File: src/rtl/dma_ctrl.sv
// dma_ctrl: single-channel word DMA. Reads LEN words from SRC into a small
// prefetch FIFO and writes them out to DST, both address streams wrapping
// modulo 2^ADDR_WIDTH. Optional irq output is enabled by defining
// DMA_CTRL_IRQ_EN.
//
// state   | meaning
// --------+----------------------------------------------------------
// S_IDLE  | no transfer; waits for a CTRL start
// S_RUN   | issuing reads and writes until the last write is granted
// S_ABORT | transfer abandoned; draining outstanding read returns
module dma_ctrl #(
    parameter int DATA_WIDTH = 32,
    parameter int ADDR_WIDTH = 16,
    parameter int FIFO_DEPTH = 4
) (
    input  logic                  clk,
    input  logic                  rst_n,
    input  logic                  cfg_we,
    input  logic [1:0]            cfg_addr,
    input  logic [DATA_WIDTH-1:0] cfg_wdata,
    output logic                  rd_req,
    output logic [ADDR_WIDTH-1:0] rd_addr,
    input  logic                  rd_gnt,
    input  logic                  rd_valid,
    input  logic [DATA_WIDTH-1:0] rd_data,
    output logic                  wr_req,
    output logic [ADDR_WIDTH-1:0] wr_addr,
    output logic [DATA_WIDTH-1:0] wr_data,
    input  logic                  wr_gnt,
    output logic                  busy,
    output logic                  done,
    output logic                  err
`ifdef DMA_CTRL_IRQ_EN
    ,
    output logic                  irq
`endif
);
    localparam int PW = $clog2(FIFO_DEPTH);
    localparam int CW = PW + 1;
    localparam logic [CW:0] DEPTH_L = (CW + 1)'(FIFO_DEPTH);

    typedef enum logic [1:0] {S_IDLE, S_RUN, S_ABORT} state_t;

    state_t                state_q, state_d;
    logic [ADDR_WIDTH-1:0] src_q, src_d, dst_q, dst_d;
    logic [15:0]           len_q, len_d;
    logic [ADDR_WIDTH-1:0] rd_addr_q, rd_addr_d, wr_addr_q, wr_addr_d;
    logic [15:0]           rd_rem_q, rd_rem_d, wr_rem_q, wr_rem_d;
    logic [CW-1:0]         outst_q, outst_d;
    logic [CW-1:0]         fifo_cnt_q, fifo_cnt_d;
    logic [PW-1:0]         wptr_q, wptr_d, rptr_q, rptr_d;
    logic [DATA_WIDTH-1:0] fifo_mem_q [FIFO_DEPTH];
    logic [DATA_WIDTH-1:0] fifo_mem_d [FIFO_DEPTH];
    logic                  done_q, done_d, err_q, err_d;
    logic                  abort_entry;

    logic cfg_ctrl, start_w, abort_w;
    logic rd_fire, wr_fire, push, ret;

    // Only the low bits of config data are stored; the rest is ignored.
    if (DATA_WIDTH > 16) begin : g_unused
        logic unused_cfg_hi;
        assign unused_cfg_hi = ^cfg_wdata[DATA_WIDTH-1:16];
    end

    assign cfg_ctrl = cfg_we && (cfg_addr == 2'd3);
    assign start_w  = cfg_ctrl && cfg_wdata[0];
    assign abort_w  = cfg_ctrl && cfg_wdata[1];

    // Requests depend only on registered state, so they hold steady until granted.
    assign rd_req  = (state_q == S_RUN) && (rd_rem_q != 16'd0) &&
                     (({1'b0, fifo_cnt_q} + {1'b0, outst_q}) < DEPTH_L);
    assign wr_req  = (state_q == S_RUN) && (fifo_cnt_q != '0);
    assign rd_addr = rd_addr_q;
    assign wr_addr = wr_addr_q;
    assign wr_data = fifo_mem_q[rptr_q];
    assign busy    = (state_q != S_IDLE);
    assign done    = done_q;
    assign err     = err_q;

    assign rd_fire = rd_req && rd_gnt;
    assign wr_fire = wr_req && wr_gnt;
    assign push    = rd_valid && (state_q == S_RUN);
    assign ret     = rd_valid && (state_q != S_IDLE);

    // Next-state: shadow registers, datapath counters, FIFO and FSM transitions.
    always_comb begin
        state_d     = state_q;
        src_d       = src_q;
        dst_d       = dst_q;
        len_d       = len_q;
        rd_addr_d   = rd_addr_q;
        wr_addr_d   = wr_addr_q;
        rd_rem_d    = rd_rem_q;
        wr_rem_d    = wr_rem_q;
        wptr_d      = wptr_q;
        rptr_d      = rptr_q;
        fifo_mem_d  = fifo_mem_q;
        done_d      = 1'b0;
        err_d       = err_q;
        abort_entry = 1'b0;

        if (cfg_we) begin
            case (cfg_addr)
                2'd0:    src_d = cfg_wdata[ADDR_WIDTH-1:0];
                2'd1:    dst_d = cfg_wdata[ADDR_WIDTH-1:0];
                2'd2:    len_d = cfg_wdata[15:0];
                default: ;
            endcase
        end

        if (rd_fire) begin
            rd_addr_d = rd_addr_q + ADDR_WIDTH'(1);
            rd_rem_d  = rd_rem_q - 16'd1;
        end
        outst_d = outst_q + CW'(rd_fire) - CW'(ret);

        if (push) begin
            fifo_mem_d[wptr_q] = rd_data;
            wptr_d             = wptr_q + PW'(1);
        end
        if (wr_fire) begin
            rptr_d    = rptr_q + PW'(1);
            wr_addr_d = wr_addr_q + ADDR_WIDTH'(1);
            wr_rem_d  = wr_rem_q - 16'd1;
        end
        fifo_cnt_d = fifo_cnt_q + CW'(push) - CW'(wr_fire);

        case (state_q)
            S_IDLE: begin
                if (start_w) begin
                    err_d     = 1'b0;
                    rd_addr_d = src_q;
                    wr_addr_d = dst_q;
                    rd_rem_d  = len_q;
                    wr_rem_d  = len_q;
                    if (len_q != 16'd0) state_d = S_RUN;
                    else                done_d  = 1'b1;
                end
            end
            S_RUN: begin
                // Abort wins over a simultaneous final write grant.
                if (abort_w) begin
                    state_d     = S_ABORT;
                    err_d       = 1'b1;
                    abort_entry = 1'b1;
                    fifo_cnt_d  = '0;
                    wptr_d      = '0;
                    rptr_d      = '0;
                end else if (wr_fire && (wr_rem_q == 16'd1)) begin
                    state_d = S_IDLE;
                    done_d  = 1'b1;
                end
            end
            S_ABORT: begin
                if (outst_q == '0) state_d = S_IDLE;
            end
            default: state_d = S_IDLE;
        endcase
    end

    // State and datapath registers.
    always_ff @(posedge clk or negedge rst_n) begin
        if (!rst_n) begin
            state_q    <= S_IDLE;
            src_q      <= '0;
            dst_q      <= '0;
            len_q      <= '0;
            rd_addr_q  <= '0;
            wr_addr_q  <= '0;
            rd_rem_q   <= '0;
            wr_rem_q   <= '0;
            outst_q    <= '0;
            fifo_cnt_q <= '0;
            wptr_q     <= '0;
            rptr_q     <= '0;
            fifo_mem_q <= '{default: '0};
            done_q     <= 1'b0;
            err_q      <= 1'b0;
        end else begin
            state_q    <= state_d;
            src_q      <= src_d;
            dst_q      <= dst_d;
            len_q      <= len_d;
            rd_addr_q  <= rd_addr_d;
            wr_addr_q  <= wr_addr_d;
            rd_rem_q   <= rd_rem_d;
            wr_rem_q   <= wr_rem_d;
            outst_q    <= outst_d;
            fifo_cnt_q <= fifo_cnt_d;
            wptr_q     <= wptr_d;
            rptr_q     <= rptr_d;
            fifo_mem_q <= fifo_mem_d;
            done_q     <= done_d;
            err_q      <= err_d;
        end
    end

`ifdef DMA_CTRL_IRQ_EN
    logic irq_q, irq_d;

    // Interrupt: set wins over a same-cycle clear.
    always_comb begin
        irq_d = irq_q;
        if (cfg_ctrl && cfg_wdata[2]) irq_d = 1'b0;
        if (done_d || abort_entry)    irq_d = 1'b1;
    end

    // Interrupt register.
    always_ff @(posedge clk or negedge rst_n) begin
        if (!rst_n) irq_q <= 1'b0;
        else        irq_q <= irq_d;
    end

    assign irq = irq_q;
`else
    logic unused_abort_entry;
    assign unused_abort_entry = abort_entry;
`endif

endmodule

File: config.mk
export PLATFORM = sky130hd
export DESIGN_NAME = dma_ctrl
export DESIGN_NICKNAME = d
export VERILOG_FILES = /design/src/rtl/dma_ctrl.sv
export SDC_FILE = /design/constraint.sdc
export NUM_CORES = 1
export LEC_CHECK = 0
export ABC_CLOCK_PERIOD_IN_PS = 8150
export CAP_MARGIN = 30
export CORE_MARGIN = 1
export CORE_UTILIZATION = 50
export DETAILED_ROUTE_END_ITERATION = 10
export GPL_TIMING_DRIVEN = 0
export PLACE_DENSITY = 0.81
export SKIP_CTS_REPAIR_TIMING = 1
export SLEW_MARGIN = 20
export SYNTH_ARGS = -nofsm -noshare
export SYNTH_HDL_FRONTEND = slang
export SYNTH_SLANG_ARGS = --single-unit
File: constraint.sdc
create_clock -name clk -period 8.15 [get_ports clk]
set_clock_uncertainty 0.1 [all_clocks]
set_input_delay 1.63 -clock clk [delete_from_list [all_inputs] [get_ports clk]]
set_output_delay 1.63 -clock clk [all_outputs]
set_load 0.03 [all_outputs]
; Word level (Yosys, flattened, before mapping)
; Cells that the tools add are included.
[classes]
bitwise_logic = 2
n_addsub = 11
n_mux = 40
eq_ne = 11
reduce_logical = 25
n_lt_le_gt_ge = 4
[op_table]
columns = operator, count
row1 = 2-to-1 mux 16 bit, 12
row2 = bitwise mux 128 bit, 1
row3 = 2-to-1 mux 32 bit, 3
row4 = binary-select mux 32 bit (select 2 bit), 1
row5 = demux 32 bit (select 2 bit), 1
row6 = adder 16 x 1 -> 16 bit (second input constant), 2
row7 = nonzero test 16 bit, 2
row8 = subtractor 16 x 1 -> 16 bit (second input constant), 2
row9 = 2-to-1 mux 2 bit, 11
row10 = equality test 16 x 1 -> 1 bit (second input constant), 1
row11 = logical AND 1 bit, 12
row12 = != test 2 bit (second input constant), 4
row13 = adder 3 x 1 -> 3 bit, 2
row14 = equality test 2 bit (second input constant), 3
row15 = greater-or-equal comparator 3 bit (second input constant), 2
row16 = 2-to-1 mux 1 bit, 6
row17 = 2-to-1 mux 3 bit, 2
row18 = NOT 2 -> 3 bit, 2
row19 = one-hot mux 2 bit (3 select lines), 1
row20 = AND reduction 2 bit, 3
row21 = subtractor 3 x 1 -> 3 bit, 2
row22 = adder 2 x 1 -> 2 bit (second input constant), 2
row23 = adder 3 x 3 -> 4 bit, 1
row24 = equality test 2 x 1 -> 1 bit (second input constant), 2
row25 = other kinds (10), 13
[word_totals]
regBits = 254
in_bits = 72
word_cells = 111
out_inout_bits = 69

; Longest topological paths before layout
; Gate-level depths: netlist of run 1.
[depth]
depth_word = 7
mapped_depth = 14
mapped_depth_nobuf = 13

; Least setup slack after synthesis of run 1
; Ideal clock, no wire load.
[synth_timing]
path_type = input to register
start = input port rd_gnt
end = register outst_q[2]
cell_stages = 10
path_buffers = 0
required_ps = 7927
setup_time_ps = 123
arrival_ps = 3357
setup_slack_ps = 4570
cell_sequence = nand4_1 nor2_1 inv_1 ha_1 inv_1 ha_1 inv_1 fa_1 xnor2_1 xnor2_1
[synth_via]
elab_chain_len = 3
[synth_lines]
columns = element, line
row1 = from (decl), 23  ; input logic rd_gnt,
row2 = logical AND 1 bit, 81  ; assign rd_fire = rd_req && rd_gnt;
row3 = adder 3 x 1 -> 3 bit, 116  ; outst_d = outst_q + CW'(rd_fire) - CW'(ret);
row4 = subtractor 3 x 1 -> 3 bit, 116
row5 = via outst_d[2], 49  ; logic [CW-1:0] outst_q, outst_d;
row6 = to (signal assigned), 189  ; outst_q <= outst_d;
row7 = to (decl), 49
; The timed path passes the listed nets, and every way through them passes these cells.
; A chain may end at the register's enable or synchronous reset.

; Worst setup path after layout of run 1
[layout_timing]
start = register rptr_q[0]
end = output port wr_data[28]
[layout_via]
elab_chain_len = 4
[layout_lines]
columns = element, line
row1 = from (decl), 51  ; logic [PW-1:0] wptr_q, wptr_d, rptr_q, rptr_d;
row2 = from (signal assigned), 192  ; rptr_q <= rptr_d;
row3 = NOT 2 -> 3 bit (implied by the code), 76  ; assign wr_data = fifo_mem_q[rptr_q];
row4 = binary-select mux 32 bit (select 2 bit), 76
row5 = 2-to-1 mux 32 bit (implied by the code) (2 in a row), 76
row6 = to (decl), 28  ; output logic [DATA_WIDTH-1:0] wr_data,
; Every way passes these cells. The select of a mux whose other input is x is not followed.

==> results.md, run 1 <==
- Outcome: complete, no violations
- Asr flop ratio synth: 100%
- EDFF count, synth: 0
- CTS tree: built
- Die area: between 20000 and 25000 um2
- Startpoint Class: register
- CP max stage delay: between 0.7 and 0.8 ns
- Critical Path Slowest Stage Cell: buf_1
- Total Nets Final: approximately 1100
- Switching Share: between 30% and 40%
- Placer congestion estimate: 0.869
- Die Ht: about 150 um
- Vias in the first global route: between 8000 and 9000
- Avg Inst Size Synth: approximately 13 um2
- Final core occ: a little over three fifths
- Site Rows: 55
- Period utilization: between 60 and 70%
- Synth Flop Type: dfrtp_1
- CP top delay family: buffers and inverters
- Register clock-pin slew on the reported worst setup and hold paths: roughly 0.06 ns
- Clock buffer depth: 3
- Share of the yosys chip area belonging to registers: a little over half
- Worst reg2reg path depth: 12
- Power share of the clock group: about 22%
- Final WL: 26100 um
- Netlist cell types: 47
- Crit end category: primary output
- Fmax: a little over 200 MHz
- Tot GR Track Use: between 20% and 30%
- Largest net degree at the start of global routing: around 100
- Hold depth: 2
- Register bit total from synthesis: 254
- Peak supply drop: between 0.2 and 0.3 mV
- Slew headroom: between 40% and 50%
- ANT cells: 0
- Comb pwr share: between 40% and 50%
- Max-slew violations: 0
- Synthesized area: about 12000 um2
- Insertion delay to the later sink of the worst-skew pair: between 0.5 and 0.6 ns
- Area Overhead vs Synth: 22.6%
- Worst EP required: about 6.4 ns
- Core area: between 20000 and 25000 um2
- Max Cap Violations: 0
- Most common cell after layout, fill and taps aside: dfrtp_1
- TritonCTS Buffers: 27
- Routed Antenna Nets: 0
- Int Power: 3800 uW
- CP Max Fanout: 10
- Final setup viols: 0
- CP arrival: 3.19 ns
- # DRC: 0
- Post-Syn Nets: between 900 and 1000
- Post-Syn Instances: ~890
- Hold Crit Class: register to register
- Input/output buffers: ~120
- Vias per cell: a little under 6
- Global route total overflow: 0
- Clock Sinks: around 250
- Syn. warnings: 0
- Slew @ Worst Pin: between 0.8 and 0.9 ns
- Power Dens Cells: slightly above 400 nW/um2
- RSZ-0062 raised after global routing: no
- Starting DRC count in detailed routing: roughly 450
- CTS root buf: clkbuf_16
- First-pass GRT wire length: roughly 43000 um
- CTS H-tree lvls: 1
- Sw Pwr: just over 2000 uW
- Most frequent cells in the layout: dfrtp_1, mux2_2, clkdlybuf4s50_1
- WP depth: 4
- Die width: ~150 um
- Worst path cell trace: clkbuf_1, buf_1, mux4_2, clkdlybuf4s50_1
- Flop pwr share: 37.6%
- Leakage: ~0.0059 uW
- # fillers: 1666
- Share of layout cells above drive strength 1: about a quarter
- Critical Setup Path Class: register to primary output
- Detailed-route wire length per cell: between 15 and 20 um
- I/O pins: between 100 and 150
- Minimum clock period: approximately 5 ns
- Initial antenna violation count: 0
- Initial core utilization: between 50% and 60%
- Vias: 7829
- Pre-antenna DRT Iters: 6
- Buf+Inv Stages, Crit Path: 3
- Hold Vio Cnt, Final: 0
- Hpwl dp: around 18000 um
- TNS Setup: 0 ns
## cells by family after synthesis
kind of cell	after synthesis	synth area share, %
xor gates and xnor gates	59	4.45
and+or+nand+nor	215	9.80
AOI/OAI and AO/OA	77	3.67
adders and majority gates	16	1.85
DFF	254	54.7
muxes	210	23.4
buffers and inverters	61	2.06
## layout make-up
| class | instances | area [um2] | area share, % |
|---|---|---|---|
| buffer | 44 | 175 | 1.23 |
| clock inverter | 12 | 166 | 1.17 |
| inverter | 17 | 63.8 | 0.448 |
| clock buffer | 38 | 797 | 5.60 |
| multi-input combinational | 577 | 5020 | 35.3 |
| timing repair buffer | 127 | 1310 | 9.17 |
| sequential | 254 | 6360 | 44.6 |
| tap | 285 | 357 | 2.50 |
## power by group through the flow
stage	clock (uW)	combinational [uW]	sequential, uW
floorplan	0	1450	2250
CTS	1330	2370	2200
finish	1310	2350	2210
detailed placement	0	2360	2210
global route	1380	2510	2270
global placement	0	2290	2180
## synthesized netlist by cell type (3+ instances only)
library cell	count	area share (%)
mux4_2	32	6.2
nor2_1	43	1.4
a31oi_1	7	0.38
a21oi_1	31	1.3
xnor2_1	42	3.2
o31ai_1	3	0.19
nor4_1	22	1.2
dfrtp_1	254	55
nand3b_1	3	0.19
and4_1	5	0.38
nand2_1	50	1.6
or4_1	4	0.26
or2_2	3	0.16
or4_4	3	0.29
nand3_1	17	0.73
nor4b_1	4	0.30
inv_1	17	0.55
o21ai_0	29	1.2
buf_1	18	0.58
and2_1	3	0.16
mux2_2	177	17
ha_1	14	1.5
and3_1	5	0.27
nand4_1	13	0.70
clkbuf_1	23	0.74
nand2b_1	3	0.16
nor3_1	16	0.69
or3_1	11	0.59
xor2_1	17	1.3
## per-stage QoR
step | hold slack (ns) | setup WS (ns) | area (um2) | instances | power (uW)
3_5_place_dp | 0.368 | 3.64 | 13300 | 1303 | 4560
4_1_cts | 0.383 | 3.13 | 14200 | 1353 | 5890
5_1_grt | 0.404 | 3.02 | 14200 | 1354 | 6160
6_report | 0.382 | 3.23 | 14200 | 1354 | 5860
2_1_floorplan | 0.344 | 4.57 | 11600 | 892 | 3700
3_3_place_gp | 0.359 | -5.29 | 13200 | 1301 | 4470
## worst register-to-register path: cells and delay by family (launching register included)
kind,cells,cell delay [ns]
buffers and inverters,3,0.30
flip-flops,1,0.42
adder cells (fa/ha/maj),4,1.09
AND/OR/NAND/NOR,3,1.39
XOR/XNOR,2,0.26
## routing by layer
metal  routed length, um  global-route usage (%)  vias up
met2               13000                    39.2      228
met1               11300                    29.2     4002
met3                1070                    2.89       44
met5                   0                       0        -
li1                    -                       -     3555
met4                 710                    7.02        0
## state kept, by name (all words and copies together) (netlist names)
register	count
rptr_q	2
rd_rem_q	16
rd_addr	16
src_q	16
wr_addr	16
fifo_cnt_q	3
done	1
state_q	2
len_q	16
outst_q	3
wptr_q	2
err	1
wr_rem_q	16
fifo_mem_q	128
dst_q	16
## worst paths after layout
check / start / end / slack [ns]
setup reg to reg: fifo_cnt_q[2] / outst_q[2] / 4.46
min in group asynchronous: rst_n / fifo_mem_q[99] / 0.97
hold reg to reg: dst_q[6] / wr_addr[6] / 0.38
hold / removal: dst_q[6] / wr_addr[6] / 0.38
max in group asynchronous: rst_n / src_q[8] / 6.06
setup / recovery: rptr_q[0] / wr_data[28] / 3.23
(Power assumes the default switching activity.)
==> run 2, diff against run 1 <==
--- a/config.mk
+++ b/config.mk
@@ -5,13 +5,13 @@
 export SDC_FILE = /design/constraint.sdc
 export NUM_CORES = 1
 export LEC_CHECK = 0
-export ABC_CLOCK_PERIOD_IN_PS = 8150
+export ABC_CLOCK_PERIOD_IN_PS = 4470
 export CAP_MARGIN = 30
 export CORE_MARGIN = 1
 export CORE_UTILIZATION = 50
 export DETAILED_ROUTE_END_ITERATION = 10
 export GPL_TIMING_DRIVEN = 0
-export PLACE_DENSITY = 0.81
+export PLACE_DENSITY = 0.84
 export SKIP_CTS_REPAIR_TIMING = 1
 export SLEW_MARGIN = 20
 export SYNTH_ARGS = -nofsm -noshare
==> constraint.sdc (replaced) <==
create_clock -name clk -period 4.47 [get_ports clk]
set_clock_uncertainty 0.1 [all_clocks]
set_input_delay 0.894 -clock clk [delete_from_list [all_inputs] [get_ports clk]]
set_output_delay 0.894 -clock clk [all_outputs]
set_load 0.03 [all_outputs]
==> results.md, run 2 (synthesized netlist as in run 1, its figures left out) <==
- Outcome: complete, no violations
- Starting DRC count in detailed routing: about 510
- CP endpoint: wr_data[28]
- Placer congestion estimate: approximately 0.86
- # DRC: 0
- CP Max Fanout: 10
- Crit end category: primary output
- Fmax: about 240 MHz
- Site Rows: 55
- Max FFs per register: about 130
- Area Overhead vs Synth: 22.4%
- Initial core utilization: 51.2%
- First-pass GRT wire length: 43800 um
- Input/output buffers: between 100 and 150
- Multi-input logic area: around 5000 um2
- Hold Crit Class: input port to async pin
- Int Power: 6840 uW
- Comb pwr share: about two fifths
- Vias per cell: roughly 5.8
- Final WL: 26700 um
- Pre-antenna DRT Iters: 5
- Final core occ: between 60% and 70%
- Leakage: around 0.0058 uW
- CTS tree: built
- Final setup viols: 0
- Register area: between 6000 and 7000 um2
- Power Dens Cells: roughly 750 nW/um2
- CP arrival: roughly 3.2 ns
- Initial antenna violation count: 0
- I/O pins: 141
- ANT cells: 0
- Largest reg by FF count: fifo_mem_q
- Die Ht: between 150 and 200 um
- CTS root buf: clkbuf_16
- Fin cells: 1355
- R2R setup slack: 0.74 ns
- Hold Vio Cnt, Final: 0
- Period utilization: between 90% and 100%
- # fillers: around 1600
- Detailed-route wire length per cell: roughly 20 um
- Total power: between 10000 and 15000 uW
- Die area: 23800 um2
- Startpoint Class: register
- Critical Setup Path Class: register to primary output
- Vias: just under 8000
- Switching Share: a little over a third
- Most frequent cells in the layout: dfrtp_1, mux2_2, clkdlybuf4s50_1
- Sw Pwr: 3790 uW
- Hpwl dp: ~18000 um
- Design area: 14200 um2
- Crit path from: rptr_q[0]
- Power share of the clock group: between 20% and 30%
- Tot GR Track Use: a little under a quarter
- RSZ-0062 raised after global routing: no
- Slew @ Worst Pin: just over 0.9 ns
- Worst reg2reg path depth: 12
- TritonCTS Buffers: 28
- Routed Antenna Nets: 0
- Flop pwr share: between 30 and 40%
- Die width: 154 um
- Largest net degree at the start of global routing: between 100 and 150
- Vias in the first global route: 8392
- Worst EP required: ~3.5 ns
- Placed cell area: 13300 um2
- TNS Setup: 0 ns
- CTS H-tree lvls: 1
- Slew headroom: between 30% and 40%
- Max Cap Violations: 0
- Peak supply drop: around 0.43 mV
- Placed Cells: roughly 1300
- Max-slew violations: 0
- Most common cell after layout, fill and taps aside: dfrtp_1
- Core area: between 20000 and 25000 um2
- Share of layout cells above drive strength 1: 25.2%
- FF-to-FF End: outst_q[2]
- Clock Sinks: 254
- Register clock-pin slew on the reported worst setup and hold paths: 0.06 ns
- Global route total overflow: 0
- FF-to-FF Start: outst_q[2]
- Total Nets Final: approximately 1100
- Clock buffer depth: 3
- Minimum clock period: 4.19 ns
- Insertion delay to the later sink of the worst-skew pair: between 0.5 and 0.6 ns
run 2: critical path, stage by stage, from the launching register on:
cell	delay [ns]
dfrtp_1	0.32
clkbuf_1	0.39
buf_1	0.72
mux4_2	0.63
clkdlybuf4s50_1	0.61
run 2: area by class of cell:
class | instances | area share (%)
flip-flops and latches | 254 | 44.7
well taps | 285 | 2.51
clock inverters | 6 | 0.414
clock buffers | 44 | 6.06
repair buffers | 128 | 9.29
multi-input cells | 577 | 35.3
inverters | 17 | 0.449
plain buffers | 44 | 1.23
run 2: power by group through the flow:
stage / logic (uW) / clock network, uW / registers, uW
after floorplan: 2640 / 0 / 4110
after global placement: 4180 / 0 / 3970
after detailed placement: 4310 / 0 / 4020
after CTS: 4360 / 2300 / 4010
after global routing: 4640 / 2400 / 4150
final: 4350 / 2260 / 4030
run 2: worst min-delay path by stage:
stage          startpoint              end  cells after the start
2_1_floorplan    dst_q[0]       wr_addr[0]                      2
3_5_place_dp          err              err                      1
4_1_cts             rst_n  fifo_mem_q[101]                      1
3_3_place_gp     dst_q[1]       wr_addr[1]                      2
5_1_grt             rst_n  fifo_mem_q[103]                      1
6_report            rst_n   fifo_mem_q[99]                      1
run 2: metrics by stage:
step	setup slack [ns]	hold WS, ns
after floorplan	1.51	0.344
after global placement	-8.24	0.358
after detailed placement	0.694	0.373
after CTS	0.154	0.248
after global routing	0.0967	0.280
final	0.281	0.239
run 2: per-layer routing:
layer | GRT usage, % | up-vias | wire length, um
li1 | - | 3557 | -
met1 | 30.1 | 4009 | 11300
met2 | 40.6 | 240 | 13500
met3 | 3.25 | 43 | 1410
met4 | 6.08 | 0 | 520
met5 | 0 | - | 0
